$ cat src/rtl/range_tracker8.sv
// range_tracker8: streaming window max/min/spread tracker.
// Samples arrive on a valid/ready input stream. After COUNT accepted samples,
// the window maximum, minimum and spread are registered and presented on a
// valid/ready output stream.
// Optional build macro: RANGE_TRACKER_SIGNED_EN selects two's-complement
// compares. out_diff is always an unsigned WIDTH-bit magnitude.
module range_tracker8 #(
    parameter int unsigned WIDTH = 8,
    parameter int unsigned COUNT = 3
) (
    input  logic             clk,
    input  logic             rst_n,
    input  logic             clear,
    input  logic [WIDTH-1:0] in_data,
    input  logic             in_valid,
    output logic             in_ready,
    output logic [WIDTH-1:0] out_max,
    output logic [WIDTH-1:0] out_min,
    output logic [WIDTH-1:0] out_diff,
    output logic             out_valid,
    input  logic             out_ready
);

    localparam int unsigned CNT_W = $clog2(COUNT + 1);
    localparam logic [CNT_W-1:0] CNT_LAST = CNT_W'(COUNT - 1);

    localparam logic [0:0] ST_COLLECT = 1'b0;
    localparam logic [0:0] ST_REPORT  = 1'b1;

    logic [0:0]       state_q, state_d;
    logic [CNT_W-1:0] cnt_q, cnt_d;
    logic [WIDTH-1:0] run_max_q, run_max_d;
    logic [WIDTH-1:0] run_min_q, run_min_d;
    logic [WIDTH-1:0] out_max_d, out_min_d, out_diff_d;
    logic             out_valid_d;

    logic             accept;
    logic [WIDTH-1:0] win_max, win_min;

    // Ordering used by every compare: signed or unsigned depending on build.
    function automatic logic greater(input logic [WIDTH-1:0] a,
                                     input logic [WIDTH-1:0] b);
`ifdef RANGE_TRACKER_SIGNED_EN
        return $signed(a) > $signed(b);
`else
        return a > b;
`endif
    endfunction

    // Ready only while collecting; held low throughout reset.
    assign in_ready = rst_n & (state_q == ST_COLLECT);
    assign accept   = in_valid & in_ready;

    // Window extremes after merging the current sample; the first sample seeds both.
    always_comb begin
        win_max = run_max_q;
        win_min = run_min_q;
        if (cnt_q == '0) begin
            win_max = in_data;
            win_min = in_data;
        end else begin
            if (greater(in_data, run_max_q)) begin
                win_max = in_data;
            end
            if (greater(run_min_q, in_data)) begin
                win_min = in_data;
            end
        end
    end

    // Next-state and next-register logic; clear overrides accept and out_ready.
    always_comb begin
        state_d     = state_q;
        cnt_d       = cnt_q;
        run_max_d   = run_max_q;
        run_min_d   = run_min_q;
        out_max_d   = out_max;
        out_min_d   = out_min;
        out_diff_d  = out_diff;
        out_valid_d = out_valid;

        if (clear) begin
            state_d     = ST_COLLECT;
            cnt_d       = '0;
            out_valid_d = 1'b0;
        end else begin
            case (state_q)
                ST_COLLECT: begin
                    if (accept) begin
                        run_max_d = win_max;
                        run_min_d = win_min;
                        if (cnt_q == CNT_LAST) begin
                            out_max_d   = win_max;
                            out_min_d   = win_min;
                            out_diff_d  = win_max - win_min;
                            out_valid_d = 1'b1;
                            cnt_d       = '0;
                            state_d     = ST_REPORT;
                        end else begin
                            cnt_d = cnt_q + CNT_W'(1);
                        end
                    end
                end
                ST_REPORT: begin
                    if (out_ready) begin
                        out_valid_d = 1'b0;
                        state_d     = ST_COLLECT;
                    end
                end
                default: begin
                    state_d     = ST_COLLECT;
                    cnt_d       = '0;
                    out_valid_d = 1'b0;
                end
            endcase
        end
    end

    // State, window and result registers.
    always_ff @(posedge clk or negedge rst_n) begin
        if (!rst_n) begin
            state_q   <= ST_COLLECT;
            cnt_q     <= '0;
            run_max_q <= '0;
            run_min_q <= '0;
            out_max   <= '0;
            out_min   <= '0;
            out_diff  <= '0;
            out_valid <= 1'b0;
        end else begin
            state_q   <= state_d;
            cnt_q     <= cnt_d;
            run_max_q <= run_max_d;
            run_min_q <= run_min_d;
            out_max   <= out_max_d;
            out_min   <= out_min_d;
            out_diff  <= out_diff_d;
            out_valid <= out_valid_d;
        end
    end

endmodule
$ cat config.mk
export PLATFORM = sky130hd
export DESIGN_NAME = range_tracker8
export DESIGN_NICKNAME = d
export VERILOG_FILES = /design/src/rtl/range_tracker8.sv
export SDC_FILE = /design/constraint.sdc
export NUM_CORES = 1
export LEC_CHECK = 0
export CAP_MARGIN = 0
export CORE_MARGIN = 1.5
export CORE_UTILIZATION = 59
export CTS_CLUSTER_DIAMETER = 120
export CTS_CLUSTER_SIZE = 30
export DETAILED_ROUTE_END_ITERATION = 12
export PLACE_DENSITY = 0.87
export SLEW_MARGIN = 20
export SYNTH_ARGS = -nofsm -noshare
export SYNTH_HDL_FRONTEND = slang
export SYNTH_SLANG_ARGS = --single-unit
$ cat constraint.sdc
create_clock -name clk -period 9.4 [get_ports clk]
set_input_delay 1.88 -clock clk [delete_from_list [all_inputs] [get_ports clk]]
set_output_delay 1.88 -clock clk [all_outputs]
set_load 0.01 [all_outputs]
# == Yosys cells after proc, flatten, opt, wreduce, memory -nomap -nowiden ==
# Index checks and enable logic that the tools add are counted.
# op_classes
muxes,18
n_reduce_logical,6
order_cmp,2
n_addsub,2
n_bitwise,4
n_eq_ne,5
# op_table
op,n
8-bit 2-to-1 mux,4
8-bit > comparator,2
1-bit 2-to-1 mux,8
2-bit 2-to-1 mux,4
8-bit subtractor,1
"3-bit != test, second input constant",2
3-bit AND reduction,2
1-bit one-hot mux with 2 select lines,2
4-bit AND reduction,1
"3-bit by 2-bit != test with 1-bit output, second input constant",1
"2-bit by 1-bit adder with 2-bit output, second input constant",1
1-bit AND,2
"2-bit equality test, second input constant",1
2-bit zero test,1
"2-bit != test, second input constant",1
1-bit inverter,2
2-bit AND reduction,1
2-bit nonzero test,1
# totals
output_inout_bits,26
elab_cells,45
in_bits,13
ff_bits,44

# == Depth between registers and ports, before layout ==
# logic_depth
word_depth,6
ltp_mapped,20
depth_no_buf,18

# == Worst setup path after synthesis ==
# OpenSTA, ideal clock, no wires.
# synth_path
path_type,input -> register
start,input port in_data[3]
end,register out_diff[6]
setup_slack_ns,3.665
n_path_buf,2
cell_stages,19
arrival_time_ns,5.605
t_required_ns,9.270
setup_ns,0.130
path_cell_list,clkbuf_1 > inv_1 > ha_1 > nand4_1 > nor2_2 > a21oi_2 > nor3_4 > buf_2 > mux2i_1 > inv_1 > fa_1 > inv_1 > a21o_1 > a2bb2oi_1 > a211oi_1 > o41a_1 > maj3_2 > xor2_1 > o21ai_1
# synth_between
elab_chain_cells,4
# synth_rtl
item,line_no,source
from (decl),14,"input logic [WIDTH-1:0] in_data,"
8-bit > comparator,46,return a > b;
8-bit 2-to-1 mux,65,"if (greater(run_min_q, in_data)) begin"
8-bit 2-to-1 mux,58,if (cnt_q == '0) begin
net win_min[1],38,"logic [WIDTH-1:0] win_max, win_min;"
8-bit subtractor,95,out_diff_d = win_max - win_min;
to (signal assigned),137,out_diff <= out_diff_d;
to (decl),19,"output logic [WIDTH-1:0] out_diff,"
# The timed path passes the listed nets, and every way through them passes these cells.
# A chain may end at the register's enable or synchronous reset.

# == Worst setup path after layout ==
# layout_path
start,input port in_data[4]
end,register out_diff[6]
# The elaborated chain is that of the path after synthesis.

==> impl_metrics.env <==
export IMPL_outcome="finished, final reports clean"
export IMPL_worst_setup_path_start_kind="input pin"
export IMPL_hold_depth=2
export IMPL_grt_start_max_net_pins=46
export IMPL_timing_rr_end="out_diff[6]"
export IMPL_diodes=0
export IMPL_synth_area_um2=2860
export IMPL_ctsHoldBuffers=0
export IMPL_synth_cells=320
export IMPL_clk_latency_ps=300
export IMPL_worstSetupPathType="in -> reg"
export IMPL_tightestPinTransition_ps=887
export IMPL_drv_slew=0
export IMPL_area_growth_pct=17.1
export IMPL_yosys_warnings=0
export IMPL_slew_headroom_pct=40.7
export IMPL_post_drt_wl_per_cell_um=16.2
export IMPL_die_w_um=72.7
export IMPL_firstDrtPassIters=5
export IMPL_viasPerCell=5.87
export IMPL_root_buffer="clkbuf_8"
export IMPL_clock_fmax_mhz=152
export IMPL_clkTransAtPathRegs_ps=90
export IMPL_grt_pass1_wl_um=10900
export IMPL_critPathArrivalTime_ps=6770
export IMPL_period_share_pct=69.8
export IMPL_first_global_vias=2260
export IMPL_die_height_um=72.7
export IMPL_clk_path_buf_depth=2
export IMPL_seqPwrFrac_pct=41.5
export IMPL_finalSetupTns_ps=0
export IMPL_hp_class="reg -> reg"
export IMPL_start_util_pct=61.0
export IMPL_hold_viol=0
export IMPL_dieArea_um2=5280
export IMPL_port_buffers=38
export IMPL_routed_wl_um=6640
export IMPL_io_pins=39
export IMPL_min_to="out_diff[3]"
export IMPL_yosysSeqAreaShare_pct=38.4
export IMPL_rsz0062_at_grt="false"
export IMPL_cap_viol_max_count=0
export IMPL_ys_ff_latch=44
export IMPL_grt_overflow=0
export IMPL_cts_tree="yes"
export IMPL_ctsResizeCount=0
export IMPL_hold_start="out_diff[3]"
export IMPL_cts_buffers=5
export IMPL_post_route_util_pct=71.5
export IMPL_ant_nets=0
export IMPL_syn_nets=354
export IMPL_combPwrFrac_pct=38.3
export IMPL_finalNetCount=389
export IMPL_htreeDepth=2
export IMPL_max_stage_delay_ps=700
export IMPL_synthTopCellsByCount="dfrtp_1 (44), nand2_1 (41), o21ai_0 (30), a21oi_1 (28), nor2_1 (28)"
export IMPL_r2r_slack_ps=4760
export IMPL_vdd_ir_drop_max_v=0.0000943
export IMPL_cp_max_fo=17
export IMPL_synthTopCellsByArea="dfrtp_1 (38%), ha_1 (8.7%), nand2_1 (5.4%), o21ai_0 (5.2%), a21oi_1 (4.9%)"
export IMPL_synth_most_common_cell="dfrtp_1"
export IMPL_setup_worst_path_end_class="register"
export IMPL_drc=0
export IMPL_synth_largest_area_cell="dfrtp_1"
export IMPL_yosysTopAreaCellShare_pct=38.4
export IMPL_hpwl_um=4920
export IMPL_grt_usage_pct=26.8
export IMPL_worstPathRequired_ps=9610
export IMPL_layout_min_cycle_time_ps=6560
export IMPL_r2r_start="run_max_q[3]"
export IMPL_ff2ff_path_depth=17
export IMPL_core_um2=4690
export IMPL_leakagePower_nw=1.48
export IMPL_rows=25
export IMPL_cts_sink_count=44
export IMPL_antenna_found_initial=0
export IMPL_setup_viol=0
export IMPL_via_count=2399
export IMPL_drive_gt1_share_pct=9.86
export IMPL_power_frac_clock_pct=20.1
export IMPL_power_density_nw_per_um2=171
export IMPL_ys_async_sr_fraction_pct=100
export IMPL_yosysUniqueCellTypes=55
export IMPL_synth_area_per_cell_um2=8.95
export IMPL_post_cts_buffers=0
export IMPL_slowest_stage="nor3_4"
export IMPL_synth_edf_count=0
export IMPL_crit_top_cell="inv_1"
export IMPL_p_sw_mw=0.213
export IMPL_finClkSkew_ps=9.70
export IMPL_internal_power_mw=0.362
export IMPL_gp_congestion=0.921
export IMPL_crit_chain="clkdlybuf4s50_1 > clkinv_1 > ha_1 > nand4_2 > nor2_2 > a21oi_2 > nor3_4 > mux2i_1 > inv_1 > fa_1 > inv_1 > a21o_1 > a2bb2oi_1 > a211oi_1 > o41a_1 > maj3_2 > xor2_1 > o21ai_1"
export IMPL_switching_share_pct=37.0
export IMPL_ys_flop_type="dfrtp_1"
export IMPL_drt_initial_drc_count=236
-- how the worst max path moves through the flow --
stage	endpoint	slack, ps	from
global placement	out_diff[6]	2830	in_data[4]
global route	out_diff[6]	2510	in_data[4]
floorplan	out_diff[6]	3660	in_data[3]
finish	out_diff[6]	2840	in_data[4]
CTS	out_diff[6]	2890	in_data[4]
detailed placement	out_diff[6]	2620	in_data[4]
-- power by group through the flow --
| stage | clock network (mW) | registers [mW] | logic [mW] |
|---|---|---|---|
| after CTS | 0.117 | 0.238 | 0.219 |
| after global placement | 0 | 0.240 | 0.213 |
| after floorplan | 0 | 0.238 | 0.149 |
| final | 0.116 | 0.239 | 0.220 |
| after global routing | 0.123 | 0.242 | 0.243 |
| after detailed placement | 0 | 0.242 | 0.217 |
-- flip-flops by register name (all words and copies together) (netlist names) --
name / cells
cnt_q: 2
run_max_q: 8
state_q: 1
out_min: 8
out_diff: 8
run_min_q: 8
out_valid: 1
out_max: 8
-- per-stage QoR --
| stage | hold slack (ps) | std cells | cell area (um2) | power, mW | worst slack (ps) |
|---|---|---|---|---|---|
| finish | 484 | 409 | 3350 | 0.575 | 2840 |
| global route | 516 | 409 | 3350 | 0.608 | 2510 |
| CTS | 488 | 409 | 3350 | 0.574 | 2890 |
| detailed placement | 470 | 402 | 3270 | 0.459 | 2620 |
| global placement | 461 | 402 | 3270 | 0.454 | 2830 |
| floorplan | 467 | 320 | 2860 | 0.387 | 3660 |
-- layout by cell type, fill, tap and decap left out, types with 5 or more instances in the layout --
master / n
a21oi_1: 28
clkbuf_8: 5
clkdlybuf4s50_1: 37
dfrtp_1: 44
ha_1: 20
inv_1: 23
mux2i_1: 11
nand2_1: 41
nor2_1: 28
nor2b_1: 5
o21ai_0: 30
xor2_1: 6
-- layout make-up --
cell class | instances | area (um2)
timing repair buffer | 41 | 398
tap | 54 | 67.6
multi-input combinational | 239 | 1620
inverter | 24 | 90.1
fill | 358 | 1340
clock inverter | 2 | 12.5
clock buffer | 5 | 68.8
sequential | 44 | 1100
-- kinds of logic after synthesis --
group           Yosys count  synth area share [%]
simple gates            105                  18.9
compound gates           90                  20.4
flops                    44                  38.4
buf+inv                  37                  5.15
fa+ha+maj                22                  9.83
mux                      12                  4.24
xor+xnor                 10                  3.06
-- worst max-delay path, delay by kind of cell --
kind	cells	cell delay [ps]
AO/OA/AOI/OAI	6	1070
XOR/XNOR	1	140
adder cells (fa/ha/maj)	3	1160
buffers and inverters	4	1120
multiplexers	1	420
AND/OR/NAND/NOR	3	980
-- routing by layer --
layer  share of wire, %  GRT usage (%)  up-vias
met1                 43           34.7     1105
met3                5.6           5.11       15
met2                 49           46.1       93
met4                2.0           7.34        0
met5                  0              0        -
li1                   -              -     1186
Note: power is estimated with default switching activity, not from simulation.
